--- config.mk ---
export PLATFORM = sky130hd
export DESIGN_NAME = nec_ir_receiver
export DESIGN_NICKNAME = d
export VERILOG_FILES = /design/src/rtl/nec_ir_receiver.sv
export SDC_FILE = /design/constraint.sdc
export NUM_CORES = 1
export LEC_CHECK = 0
export BUFFER_PORTS_ARGS = -buffer_cell sky130_fd_sc_hd__buf_2
export CAP_MARGIN = 25
export CORE_MARGIN = 2
export CORE_UTILIZATION = 61
export DETAILED_ROUTE_END_ITERATION = 16
export GPL_TIMING_DRIVEN = 0
export PLACE_DENSITY = 0.83
export SLEW_MARGIN = 20
export SYNTH_ARGS = -nofsm -noshare
export SYNTH_HDL_FRONTEND = slang
export SYNTH_SLANG_ARGS = --single-unit
--- constraint.sdc ---
create_clock -name clk -period 4.17 [get_ports clk]
set_input_delay 0.2085 -clock clk [delete_from_list [all_inputs] [get_ports clk]]
set_output_delay 0.2085 -clock clk [all_outputs]
set_load 0.05 [all_outputs]
--- src/rtl/nec_ir_receiver.sv ---
// NEC infrared remote-control receiver: measures mark/space lengths in 140.625 us ticks,
// decodes leader, 32-bit frames and repeat codes, and pulses ready/rpt/err (repeat is a reserved word, hence rpt).
module nec_ir_receiver #(
   parameter int          TICK_CYCLES = 7031,
   parameter bit          ADDR_CHECK  = 1'b0,
   parameter logic [15:0] ADDR        = 16'h0000,
   parameter logic [31:0] KEY_MASK    = 32'hCDDF_93FF,
   parameter bit          ALLOW_HIGH  = 1'b0,
   parameter bit          MSB_FIRST   = 1'b0
) (
   input  logic        clk,
   input  logic        rst,
   input  logic        serial,
   output logic [7:0]  tecla,
   output logic [15:0] custom,
   output logic        ready,
   output logic        rpt,
   output logic        err
);

   localparam int PW = (TICK_CYCLES > 1) ? $clog2(TICK_CYCLES) : 1;
   localparam logic [PW-1:0] PRESC_MAX  = PW'(TICK_CYCLES - 1);
   localparam logic [PW-1:0] PRESC_EDGE = PW'(1 % TICK_CYCLES);

   localparam logic [7:0] LEAD_MIN = 8'd56, LEAD_MAX = 8'd72;
   localparam logic [7:0] DATA_MIN = 8'd28, DATA_MAX = 8'd36;
   localparam logic [7:0] RPT_MIN  = 8'd12, RPT_MAX  = 8'd20;
   localparam logic [7:0] MARK_MIN = 8'd2,  MARK_MAX = 8'd6;
   localparam logic [7:0] ZERO_MIN = 8'd2,  ZERO_MAX = 8'd6;
   localparam logic [7:0] ONE_MIN  = 8'd10, ONE_MAX  = 8'd14;
   localparam logic [7:0] TIMEOUT  = 8'd80;

   typedef enum logic [2:0] {
      IDLE, LEAD_MARK, LEAD_SPACE, BIT_MARK, BIT_SPACE, STOP_MARK, RPT_STOP, CHECK
   } state_t;

   state_t        state_q, state_d;
   logic [1:0]    sync_q, sync_d;
   logic          line_q, line_d;
   logic [PW-1:0] presc_q, presc_d;
   logic [7:0]    dur_q, dur_d;
   logic [4:0]    bit_cnt_q, bit_cnt_d;
   logic [31:0]   sr_q, sr_d;
   logic          key_held_q, key_held_d;
   logic [7:0]    tecla_q, tecla_d;
   logic [15:0]   custom_q, custom_d;
   logic          ready_q, ready_d;
   logic          rpt_q, rpt_d;
   logic          err_q, err_d;

   logic          fall, rise, tick;
   logic [4:0]    bit_idx;
   logic [7:0]    cmd, cmd_inv, cmd_sum;
   logic          sum_ok, addr_ok, mask_ok;

   function automatic logic in_win(input logic [7:0] d, input logic [7:0] lo, input logic [7:0] hi);
      return (d >= lo) && (d <= hi);
   endfunction

   always_comb begin
      sync_d  = {sync_q[0], serial};
      line_d  = sync_q[1];
      fall    = line_q & ~sync_q[1];
      rise    = ~line_q & sync_q[1];
      tick    = (presc_q == PRESC_MAX);

      // The edge cycle counts as the first cycle of the new interval, so d equals whole ticks elapsed.
      if (fall || rise) begin
         presc_d = PRESC_EDGE;
         dur_d   = 8'd0;
      end else begin
         presc_d = tick ? '0 : presc_q + PW'(1);
         dur_d   = (tick && dur_q != 8'hFF) ? dur_q + 8'd1 : dur_q;
      end

      bit_idx = {bit_cnt_q[4:3], MSB_FIRST ? ~bit_cnt_q[2:0] : bit_cnt_q[2:0]};
      cmd     = sr_q[23:16];
      cmd_inv = sr_q[31:24];
      cmd_sum = cmd + cmd_inv;
      sum_ok  = (cmd_sum == 8'hFF);
      addr_ok = !ADDR_CHECK || (sr_q[15:0] == ADDR);
      mask_ok = (cmd[7:5] != 3'd0) ? ALLOW_HIGH : KEY_MASK[cmd[4:0]];

      state_d    = state_q;
      bit_cnt_d  = bit_cnt_q;
      sr_d       = sr_q;
      key_held_d = key_held_q;
      tecla_d    = tecla_q;
      custom_d   = custom_q;
      ready_d    = 1'b0;
      rpt_d      = 1'b0;
      err_d      = 1'b0;

      if (state_q != IDLE && dur_q == TIMEOUT) begin
         err_d   = 1'b1;
         state_d = IDLE;
      end else begin
         case (state_q)
            IDLE: if (fall) state_d = LEAD_MARK;
            LEAD_MARK: if (rise) begin
               if (in_win(dur_q, LEAD_MIN, LEAD_MAX)) state_d = LEAD_SPACE;
               else begin err_d = 1'b1; state_d = IDLE; end
            end
            LEAD_SPACE: if (fall) begin
               if (in_win(dur_q, DATA_MIN, DATA_MAX)) begin
                  state_d   = BIT_MARK;
                  bit_cnt_d = 5'd0;
               end else if (in_win(dur_q, RPT_MIN, RPT_MAX)) state_d = RPT_STOP;
               else begin err_d = 1'b1; state_d = IDLE; end
            end
            BIT_MARK: if (rise) begin
               if (in_win(dur_q, MARK_MIN, MARK_MAX)) state_d = BIT_SPACE;
               else begin err_d = 1'b1; state_d = IDLE; end
            end
            BIT_SPACE: if (fall) begin
               if (in_win(dur_q, ZERO_MIN, ZERO_MAX) || in_win(dur_q, ONE_MIN, ONE_MAX)) begin
                  sr_d[bit_idx] = in_win(dur_q, ONE_MIN, ONE_MAX);
                  bit_cnt_d     = bit_cnt_q + 5'd1;
                  state_d       = (bit_cnt_q == 5'd31) ? STOP_MARK : BIT_MARK;
               end else begin err_d = 1'b1; state_d = IDLE; end
            end
            STOP_MARK: if (rise) begin
               if (in_win(dur_q, MARK_MIN, MARK_MAX)) state_d = CHECK;
               else begin err_d = 1'b1; state_d = IDLE; end
            end
            RPT_STOP: if (rise) begin
               if (in_win(dur_q, MARK_MIN, MARK_MAX)) rpt_d = key_held_q;
               else err_d = 1'b1;
               state_d = IDLE;
            end
            CHECK: begin
               if (sum_ok && addr_ok && mask_ok) begin
                  tecla_d    = cmd;
                  custom_d   = sr_q[15:0];
                  ready_d    = 1'b1;
                  key_held_d = 1'b1;
               end else begin
                  err_d      = 1'b1;
                  key_held_d = 1'b0;
               end
               state_d = IDLE;
            end
            default: state_d = IDLE;
         endcase
      end
   end

   always_ff @(posedge clk) begin
      if (rst) begin
         state_q    <= IDLE;
         sync_q     <= 2'b11;
         line_q     <= 1'b1;
         presc_q    <= '0;
         dur_q      <= 8'd0;
         bit_cnt_q  <= 5'd0;
         sr_q       <= 32'd0;
         key_held_q <= 1'b0;
         tecla_q    <= 8'hFF;
         custom_q   <= 16'h0000;
         ready_q    <= 1'b0;
         rpt_q      <= 1'b0;
         err_q      <= 1'b0;
      end else begin
         state_q    <= state_d;
         sync_q     <= sync_d;
         line_q     <= line_d;
         presc_q    <= presc_d;
         dur_q      <= dur_d;
         bit_cnt_q  <= bit_cnt_d;
         sr_q       <= sr_d;
         key_held_q <= key_held_d;
         tecla_q    <= tecla_d;
         custom_q   <= custom_d;
         ready_q    <= ready_d;
         rpt_q      <= rpt_d;
         err_q      <= err_d;
      end
   end

   assign tecla  = tecla_q;
   assign custom = custom_q;
   assign ready  = ready_q;
   assign rpt    = rpt_q;
   assign err    = err_q;

endmodule

==> results.tsv, run 1 <==
metric	value	unit
status	finished clean	
postSynthCellCount	565	
ys_top_cells_by_count	dfxtp_1 (93), nor2_1 (66), nand3_1 (44)	
yosys.area_share.xor_xnor	0.0380	
firstDrtPassIters	5	
crit_chain	buf_6, or3_4, nor4_2, and2_1, clkbuf_1, nand3_1, mux2i_1, nor2_1, ha_1, a211o_2, o211ai_2, a32oi_1	
synth_most_common_cell	dfxtp_1	
grtUsageMet3	0.0467	
synth-edff-count	0	
yosys.area.top_type	dfxtp_1	
vias_per_cell	6.14	
port_buffers	29	
critPathMaxStageDelay	680	ps
arrival	3890	ps
final_antenna_net_count	0	
yosysWarnings	0	
synthAdderAreaFrac	0.0533	
clock_sinks	93	
fin_crit_sh	0.876	
via_count	4369	
rows	32	
tns	0	ps
top_usage_layer	met2	
power.share.switching	0.251	
final_util	0.692	
ctsHoldBuffers	0	
drt-total-wl	11.5	mm
irDropWorstVdd	0.238	mV
grt_pass1_vias	4159	
fmax	0.274	GHz
holdCritPathClass	in -> reg	
grt_pass1_wl	19.1	mm
fill_cells	629	
design.core.area	0.00769	mm²
cp.required	4400	ps
pre_cts_ws	641	ps
r2r_start	dur_q[7]	
power.share.combinational	0.068	
synth_nets	588	
antenna_found_initial	0	
fin_ws	516	ps
use_met1	0.363	
avgSynthCellArea	8.57	µm²
drive_gt1_frac	0.111	
p_switching	407	µW
rsz0062_at_grt	no	
synth-compound-area-share	0.154	
clk_latency	360	ps
start_kind	flop	
ys_types	62	
initial_core_util	0.630	
cts_setup_buffers	0	
cts.repair.resized	0	
critPathBufInv	2	
place_inst	696	
p_per_area	304	mW/mm²
grt.overflow.total	0	
gp_congestion	0.929	
synth_top_area_frac	0.385	
crit_start	dur_q[7]	
max-slew-margin-rel	0.500	
cts_tree	built	
fin_crit	3650	ps
area_growth	9.88	%
grt_use_met2	0.442	
skew	11.6	ps
h-tree-depth	3	
io_pins	30	
p_leak	0.00208	µW
syn_area	0.00484	mm²
fp.dieW	93.1	µm
diodes	0	
ff2ff_path_depth	12	
cp_max_fo	10	
synth-simple-area-share	0.247	
drt_iter0_drc	376	
track_usage	0.273	
cp.depth	12	
synthArstFlopShare	0	
cp-end-kind	flop	
cts_max_path_buffers	2	
dieArea	0.00866	mm²
dp_hpwl	8.16	mm
muxShareOfSynthArea	0.0708	
reg2reg_slack	520	ps
route.detailed.drc	0	
crit_type	reg -> reg	
grt_max_degree	17	
worstMarginPinSlew	744	ps
p_clk_frac	0.374	
seq_area_frac_synth	0.385	
die_y	93.1	µm
hold_viol	0	
synth_top_family_by_area	simple AND/OR/NAND/NOR gates	
final-max-slew-violation-count	0	
nets	629	
ys.flop_type	dfxtp_1	
ys_ff_latch	93	
cap_violations	0	
path_clk_slew	90	ps
drt-wirelength-per-cell	16.1	µm
pwr-share-seq	0.558	
crit_slowest_cell	nor4_2	
setup_viol	0	
cts_root_buf	clkbuf_8	
internal_power	1210	µW
cts_buffers	9	
synth_area_leaders	dfxtp_1 (38%), mux2i_1 (6.6%), nor2_1 (5.1%), ha_1 (4.9%), nand3_1 (4.6%)	
crit_family	simple AND/OR/NAND/NOR gates	
final_cell_count_no_fill	712	
==> per-layer routing <==
metal  share of wire  up-vias
li1                -     2120
met2            0.47      140
met5               0        -
met4           0.019        0
met3           0.050       30
met1            0.46     2079
==> registers in the layout, summed over array words and instances (netlist names), named ones only <==
register and count:
sr_q 32, custom 16, presc_q 13, dur_q 8, tecla 8, bit_cnt_q 5, state_q 3, sync_q 2
err 1, key_held_q 1, line_q 1, ready 1, rpt 1
==> per-stage QoR <==
stage	hold WS [ps]	area, µm²	power (µW)
3_3_place_gp	392	5110	1030
3_5_place_dp	401	5110	1030
5_1_grt	39.9	5320	1670
6_report	42.5	5320	1620
4_1_cts	32.1	5310	1630
2_1_floorplan	278	4840	1000
==> cells in the final DEF, fill, tap and decap left out, drive strengths merged, types with 5 or more instances in the layout <==
| cell type | synthesis | layout |
|---|---|---|
| buf | 5 | 34 |
| xor2 | 11 | 11 |
| nand4 | 20 | 20 |
| dfxtp | 93 | 93 |
| a21oi | 33 | 33 |
| nand3 | 44 | 44 |
| o21ai | 8 | 8 |
| nand4b | 5 | 5 |
| and3 | 7 | 7 |
| a211oi | 5 | 5 |
| or2 | 5 | 5 |
| o21a | 6 | 6 |
| nor2 | 66 | 66 |
| o31ai | 21 | 21 |
| nor4 | 7 | 7 |
| a211o | 5 | 5 |
| mux2i | 32 | 32 |
| nor3 | 11 | 11 |
| or4 | 5 | 5 |
| xnor2 | 10 | 10 |
| ha | 19 | 19 |
| o211ai | 6 | 6 |
| clkbuf | 37 | 47 |
| nand2 | 24 | 24 |
| and4 | 5 | 5 |
| inv | 23 | 25 |
==> power groups by stage <==
stage               clock network [µW]  logic (µW)  registers, µW
detailed placement                   0         107            924
finish                             605         110            904
floorplan                            0        81.1            924
global route                       644         122            904
CTS                                616         107            903
global placement                     0         103            924
==> worst reg2reg max path: cells and delay by family, from the launching register on <==
kind	cells	cell delay [ps]
and+or+nand+nor	5	1610
buffers and inverters	2	510
AOI/OAI and AO/OA	3	480
DFF	1	330
muxes	1	300
adders and majority gates	1	300
==> area by class of cell <==
cell class                 count  area [µm²]  share of cell area
buffer                        42         169              0.0318
clock buffer                   9         124              0.0233
clock inverter                 6        70.1              0.0132
inverter                      23        86.3              0.0162
multi-input combinational    407        2730               0.513
sequential                    93        1860               0.350
tap                          102         128              0.0240
timing repair buffer          30         150              0.0282
==> cell families (layout without fill, tap and decap cells) <==
group / count (synthesis) / count (layout)
adders and majority gates: 20 / 20
and+or+nand+nor: 226 / 226
xor gates and xnor gates: 21 / 21
DFF: 93 / 93
AOI/OAI and AO/OA: 106 / 106
buffers and inverters: 65 / 110
muxes: 34 / 34
==> worst min path at each step <==
stage	cells past startpoint	endpoint	from	slack (ps)
detailed placement	2	sync_q[0]	serial	400
global route	2	sync_q[0]	serial	40
finish	2	sync_q[0]	serial	40
CTS	2	sync_q[0]	serial	30
floorplan	1	sr_q[18]	rst	280
global placement	1	sync_q[1]	sync_q[0]	390
Note: power is estimated with default switching activity, not from simulation.
==> inputs of run 2 (changes only) <==
ABC_AREA = 1   (was default)
CORE_UTILIZATION = 60   (was 61)
PLACE_DENSITY = 0.85   (was 0.83)
==> results.tsv, run 2 <==
metric	value	unit	change
rsz0062_at_grt	no		
yosysWarnings	0		unchanged
cap_violations	0		unchanged
vias_per_cell	5.56		-9.4%
grt.overflow.total	0		unchanged
yosys.area.top_type	dfxtp_1		
firstDrtPassIters	5		unchanged
postSynthCellCount	631		+12%
crit_slowest_cell	nor2_1		
fill_cells	629		unchanged
drive_gt1_frac	0.114		+0.00260
final_antenna_net_count	0		unchanged
power.share.combinational	0.032		-0.036
design.core.area	0.00729	mm²	-5.1%
reg2reg_slack	1340	ps	+830 ps
ctsHoldBuffers	0		unchanged
tns	0	ps	unchanged
holdCritPathClass	in -> reg		
fp.dieW	91.2	µm	-2.0%
synth_top_area_frac	0.408		+0.0236
critPathMaxStageDelay	510	ps	-170 ps
cts_buffers	9		unchanged
p_switching	407	µW	about the same
dpl_cell_area	0.00482	mm²	-5.7%
power.share.switching	0.253		+0.00167
synth_nets	654		+11%
worstMarginPinSlew	603	ps	-141 ps
ys.flop_type	dfxtp_1		
cts_setup_buffers	0		unchanged
synth_area_leaders	dfxtp_1 (41%), nor3_1 (7.9%), nand2_1 (7.7%), nor2_1 (7.0%), a21oi_1 (5.4%)		
ys_types	39		-37%
cts.repair.resized	0		unchanged
route.detailed.drc	0		unchanged
p_leak	0.00216	µW	+3.6%
grt_pass1_wl	17.5	mm	-8.4%
fmax	0.354	GHz	+29%
dieArea	0.00831	mm²	-4.0%
clk_latency	380	ps	+20 ps
top_register	sr_q		
dp_hpwl	7.57	mm	-7.1%
pre_cts_ws	1410	ps	+773 ps
p_clk_frac	0.409		+0.035
mostFrequentLayoutCell	nand2_1		
crit_start	sr_q[24]		
ff2ff_path_depth	11		-1
via_count	4303		-1.5%
p_per_area	319	mW/mm²	+4.8%
worst_r2r_endpoint	custom[12]		
crit_type	reg -> reg		
final_area	0.00504	mm²	-5.2%
status	finished clean		
critPathBufInv	2		unchanged
skew	9.40	ps	-2.21 ps
h-tree-depth	3		unchanged
crit_chain	ha_1, inv_1, fa_1, nor3_1, nand4_1, nor3_1, nand3_1, nor2_1, clkbuf_2, o21ai_0, nor2_1		
fin_ws	1340	ps	+828 ps
largest_reg_flops	32		unchanged
pwr-share-seq	0.559		about the same
place_inst	758		+8.9%
r2r_start	sr_q[24]		
setup_viol	0		unchanged
hold_path_startpoint	serial		
fin_crit	2830	ps	-828 ps
initial_core_util	0.625		-0.00430
nets	693		+10%
antenna_found_initial	0		unchanged
ys_ff_latch	93		unchanged
final_cell_mix	nand2_1 (94), dfxtp_1 (93), nor2_1 (85), nor3_1 (72), inv_1 (61)		
grt_pass1_vias	3901		-6.2%
internal_power	1200	µW	-0.89%
synthArstFlopShare	0		unchanged
gp_congestion	0.898		-3.4%
port_buffers	28		-3.4%
start_kind	flop		
syn_area	0.00456	mm²	-5.8%
cp.depth	11		-1
ys_top_cells_by_count	nand2_1 (94), dfxtp_1 (93), nor2_1 (85)		
whs_path_depth	2		unchanged
cp_max_fo	10		unchanged
path_clk_slew	100	ps	about the same
die_y	91.2	µm	-2.0%
grt_max_degree	19		+2
drt-wirelength-per-cell	13.5	µm	-16%
io_pins	30		unchanged
clock_sinks	93		unchanged
cts_root_buf	clkbuf_8		
final-max-slew-violation-count	0		unchanged
cts_tree	built		
rows	31		-3.1%
cp.required	4490	ps	+90 ps
cts_max_path_buffers	2		unchanged
arrival	3140	ps	-750 ps
fin_crit_sh	0.678		-0.198
drt-total-wl	10.5	mm	-8.6%
max-slew-margin-rel	0.596		+0.0964
drt_iter0_drc	397		+5.6%
final_cell_count_no_fill	774		+8.7%
cp-end-kind	flop		
hold_viol	0		unchanged
synth-edff-count	0		unchanged
whs_endpoint	sync_q[0]		
track_usage	0.259		-0.0141
diodes	0		unchanged
crit_family	simple AND/OR/NAND/NOR gates		
synth_most_common_cell	nand2_1		
area_growth	10.6	%	
seq_area_frac_synth	0.408		+0.0236
irDropWorstVdd	0.227	mV	-4.5%
avgSynthCellArea	7.23	µm²	-16%
[run 2: worst max path at each step]
stage	end	slack, ps
after CTS	custom[11]	1360
after global placement	custom[9]	1470
after detailed placement	custom[11]	1410
final	custom[12]	1340
after global routing	custom[15]	1040
after floorplan	flop	1890
[run 2: cell families (layout without fill, tap and decap cells)]
| family | after synthesis | after routing | share of synthesized area |
|---|---|---|---|
| compound gates | 102 | 102 | 0.124 |
| xor+xnor | 5 | 5 | 0.00961 |
| fa+ha+maj | 20 | 20 | 0.0565 |
| buf+inv | 88 | 132 | 0.0730 |
| flops | 93 | 93 | 0.408 |
| simple gates | 323 | 323 | 0.328 |
[run 2: power by group through the flow]
stage / sequential, µW / clock (µW) / combinational [µW]
floorplan: 918 / 0 / 38.3
global placement: 918 / 0 / 48.9
detailed placement: 919 / 0 / 50.5
CTS: 898 / 663 / 51.1
global route: 900 / 704 / 57.8
finish: 898 / 658 / 51.8
[run 2: area by class of cell]
class                           instances  area, µm²  area share
Buffer                                 15       58.8      0.0117
Clock buffer                            9        124      0.0246
Clock inverter                          7       93.8      0.0186
Inverter                               73        274      0.0544
Multi-Input combinational cell        450       2360       0.469
Sequential cell                        93       1860       0.369
Tap cell                               99        124      0.0246
Timing Repair Buffer                   28        140      0.0278
[run 2: per-layer routing]
metal | wire length [µm] | global-route usage | up-vias
met5 | 0 | 0 | -
met4 | 239 | 0.114 | 0
li1 | - | - | 2188
met2 | 4840 | 0.425 | 177
met3 | 651 | 0.0407 | 26
met1 | 4740 | 0.338 | 1912
[run 2: stage by stage]
stage	power, µW	utilization	hold WS (ps)
after floorplan	956	-	312
after global placement	967	0.661	394
after detailed placement	969	0.661	408
after CTS	1610	0.691	32.2
after global routing	1660	0.691	32.3
final	1610	0.691	49.0
==> inputs of run 3 (changes only) <==
clock period = 2.7 ns   (was 4.17 ns; I/O delays follow)
==> results.tsv, run 3 (synthesis gave the netlist of run 2 again) <==
metric	value	unit	change
fin_crit_sh	0.934		+0.256
reg2reg_slack	180	ps	-1160 ps
p_leak	0.00218	µW	+0.97%
hold_path_startpoint	rst		
grt_pass1_vias	3914		+0.33%
fp.dieW	91.2	µm	unchanged
diodes	0		unchanged
dieArea	0.00831	mm²	unchanged
dp_hpwl	7.57	mm	unchanged
design.core.area	0.00729	mm²	unchanged
area_growth	11.6	%	
path_clk_slew	100	ps	about the same
cts_root_buf	clkbuf_8		
route.detailed.drc	0		unchanged
cp.required	2980	ps	-1510 ps
nets	696		+0.43%
grt_pass1_wl	17.5	mm	+0.27%
grt_max_degree	19		unchanged
worstMarginPinSlew	564	ps	-38.9 ps
fmax	0.397	GHz	+12%
critPathMaxStageDelay	440	ps	-70 ps
grt.overflow.total	0		unchanged
arrival	2800	ps	-340 ps
whs_endpoint	sr_q[19]		
drt-wirelength-per-cell	13.5	µm	about the same
rows	31		unchanged
via_count	4320		+0.40%
setup_viol	0		unchanged
drt_iter0_drc	314		-21%
initial_core_util	0.625		unchanged
cts_max_path_buffers	2		unchanged
firstDrtPassIters	5		unchanged
fill_cells	621		-1.3%
drt-total-wl	10.5	mm	+0.49%
whs	235	ps	+186 ps
ff2ff_path_depth	12		+1
hold_viol	0		unchanged
port_buffers	28		unchanged
h-tree-depth	3		unchanged
multi_input_area	0.00238	mm²	+0.69%
rsz0062_at_grt	no		
worst_r2r_endpoint	custom[11]		
mostFrequentLayoutCell	nand2_1		
crit_chain	ha_1, inv_1, fa_1, nor3_1, nand4_1, nor3_1, nand3_2, inv_1, nand2_1, clkbuf_2, nor2_1, nor2_1		
start_kind	flop		
status	finished clean		
antenna_found_initial	0		unchanged
fin_crit	2520	ps	-306 ps
skew	12.2	ps	+2.79 ps
final_antenna_net_count	0		unchanged
max-slew-margin-rel	0.621		+0.0245
crit_slowest_cell	fa_1		
track_usage	0.259		+0.000528
clock_sinks	93		unchanged
final-max-slew-violation-count	0		unchanged
total_power	2490	µW	+55%
cts_buffers	9		unchanged
die_y	91.2	µm	unchanged
critPathBufInv	3		+1
cp_max_fo	10		unchanged
irDropWorstVdd	0.349	mV	+53%
io_pins	30		unchanged
largest_reg_flops	32		unchanged
regArea	0.00186	mm²	+0.13%
final_cell_mix	nand2_1 (94), dfxtp_1 (91), nor2_1 (84), nor3_1 (72), inv_1 (61)		
p_per_area	488	mW/mm²	+53%
r2r_start	sr_q[24]		
top_register	sr_q		
gp_congestion	0.898		unchanged
cap_violations	0		unchanged
whs_path_depth	2		unchanged
cts_tree	built		
crit_type	reg -> reg		
vias_per_cell	5.56		about the same
holdCritPathClass	in -> reg		
drive_gt1_frac	0.127		+0.0128
crit_family	simple AND/OR/NAND/NOR gates		
cp-end-kind	flop		
clk_latency	380	ps	about the same
tns	0	ps	unchanged
## run 3: changes by cell type in the layout (fill, tap and decap cells not counted), sizes merged
cell | before | now
buf | 29 | 31
dlygate4sd3 | 0 | 1
## run 3: repair_timing
item / CTS / global route
buffers inserted: 1 / 1
resized for setup: 1 / 9
pin swaps: 1 / 1
endpoints found under the setup margin: 11 / 23
endpoints found under the hold margin: 1 / 0
hold buffers: 1 / 0
## run 3: how the worst max path moves through the flow
stage                         from         end  cells after the start
after floorplan           dur_q[0]        flop                     17
after CTS                 sr_q[24]  custom[11]                     11
after global routing      dur_q[0]        flop                     17
final                     sr_q[24]  custom[11]                     12
after global placement    sr_q[24]   custom[9]                     11
after detailed placement  sr_q[24]  custom[11]                     11
## run 3: power by group
group	switching, µW	internal, µW
combinational	57.5	23.5
clock	564	453
sequential	8.04	1380
## run 3: layer usage
| metal | track usage | vias to the layer above | part of all wire |
|---|---|---|---|
| li1 | - | 2192 | - |
| met1 | 0.339 | 1933 | 0.45 |
| met2 | 0.421 | 169 | 0.46 |
| met3 | 0.0415 | 26 | 0.061 |
| met4 | 0.121 | 0 | 0.024 |
| met5 | 0 | - | 0 |
## run 3: layout make-up
type / instances / area share
multi-input combinational: 450 / 0.468
sequential: 93 / 0.366
inverter: 73 / 0.0539
timing repair buffer: 31 / 0.0325
clock buffer: 9 / 0.0243
tap: 99 / 0.0243
clock inverter: 7 / 0.0184
buffer: 15 / 0.0121
## run 3: worst reg2reg max path, stage by stage (launching register included)
cell and delay, ps:
dfxtp_1 390, ha_1 190, inv_1 60, fa_1 440, nor3_1 200, nand4_1 100
nor3_1 210, nand3_2 160, inv_1 80, nand2_1 110, clkbuf_2 250, nor2_1 180
nor2_1 70
## run 3: metrics by stage
step / worst slack, ps / utilization / std cells / cell area [µm²]
2_1_floorplan: 423 / - / 631 / 4560
3_3_place_gp: 2.13 / 0.661 / 758 / 4820
3_5_place_dp: -56.0 / 0.661 / 758 / 4820
4_1_cts: 50.8 / 0.694 / 776 / 5060
5_1_grt: 10.7 / 0.698 / 777 / 5090
6_report: 179 / 0.698 / 777 / 5090
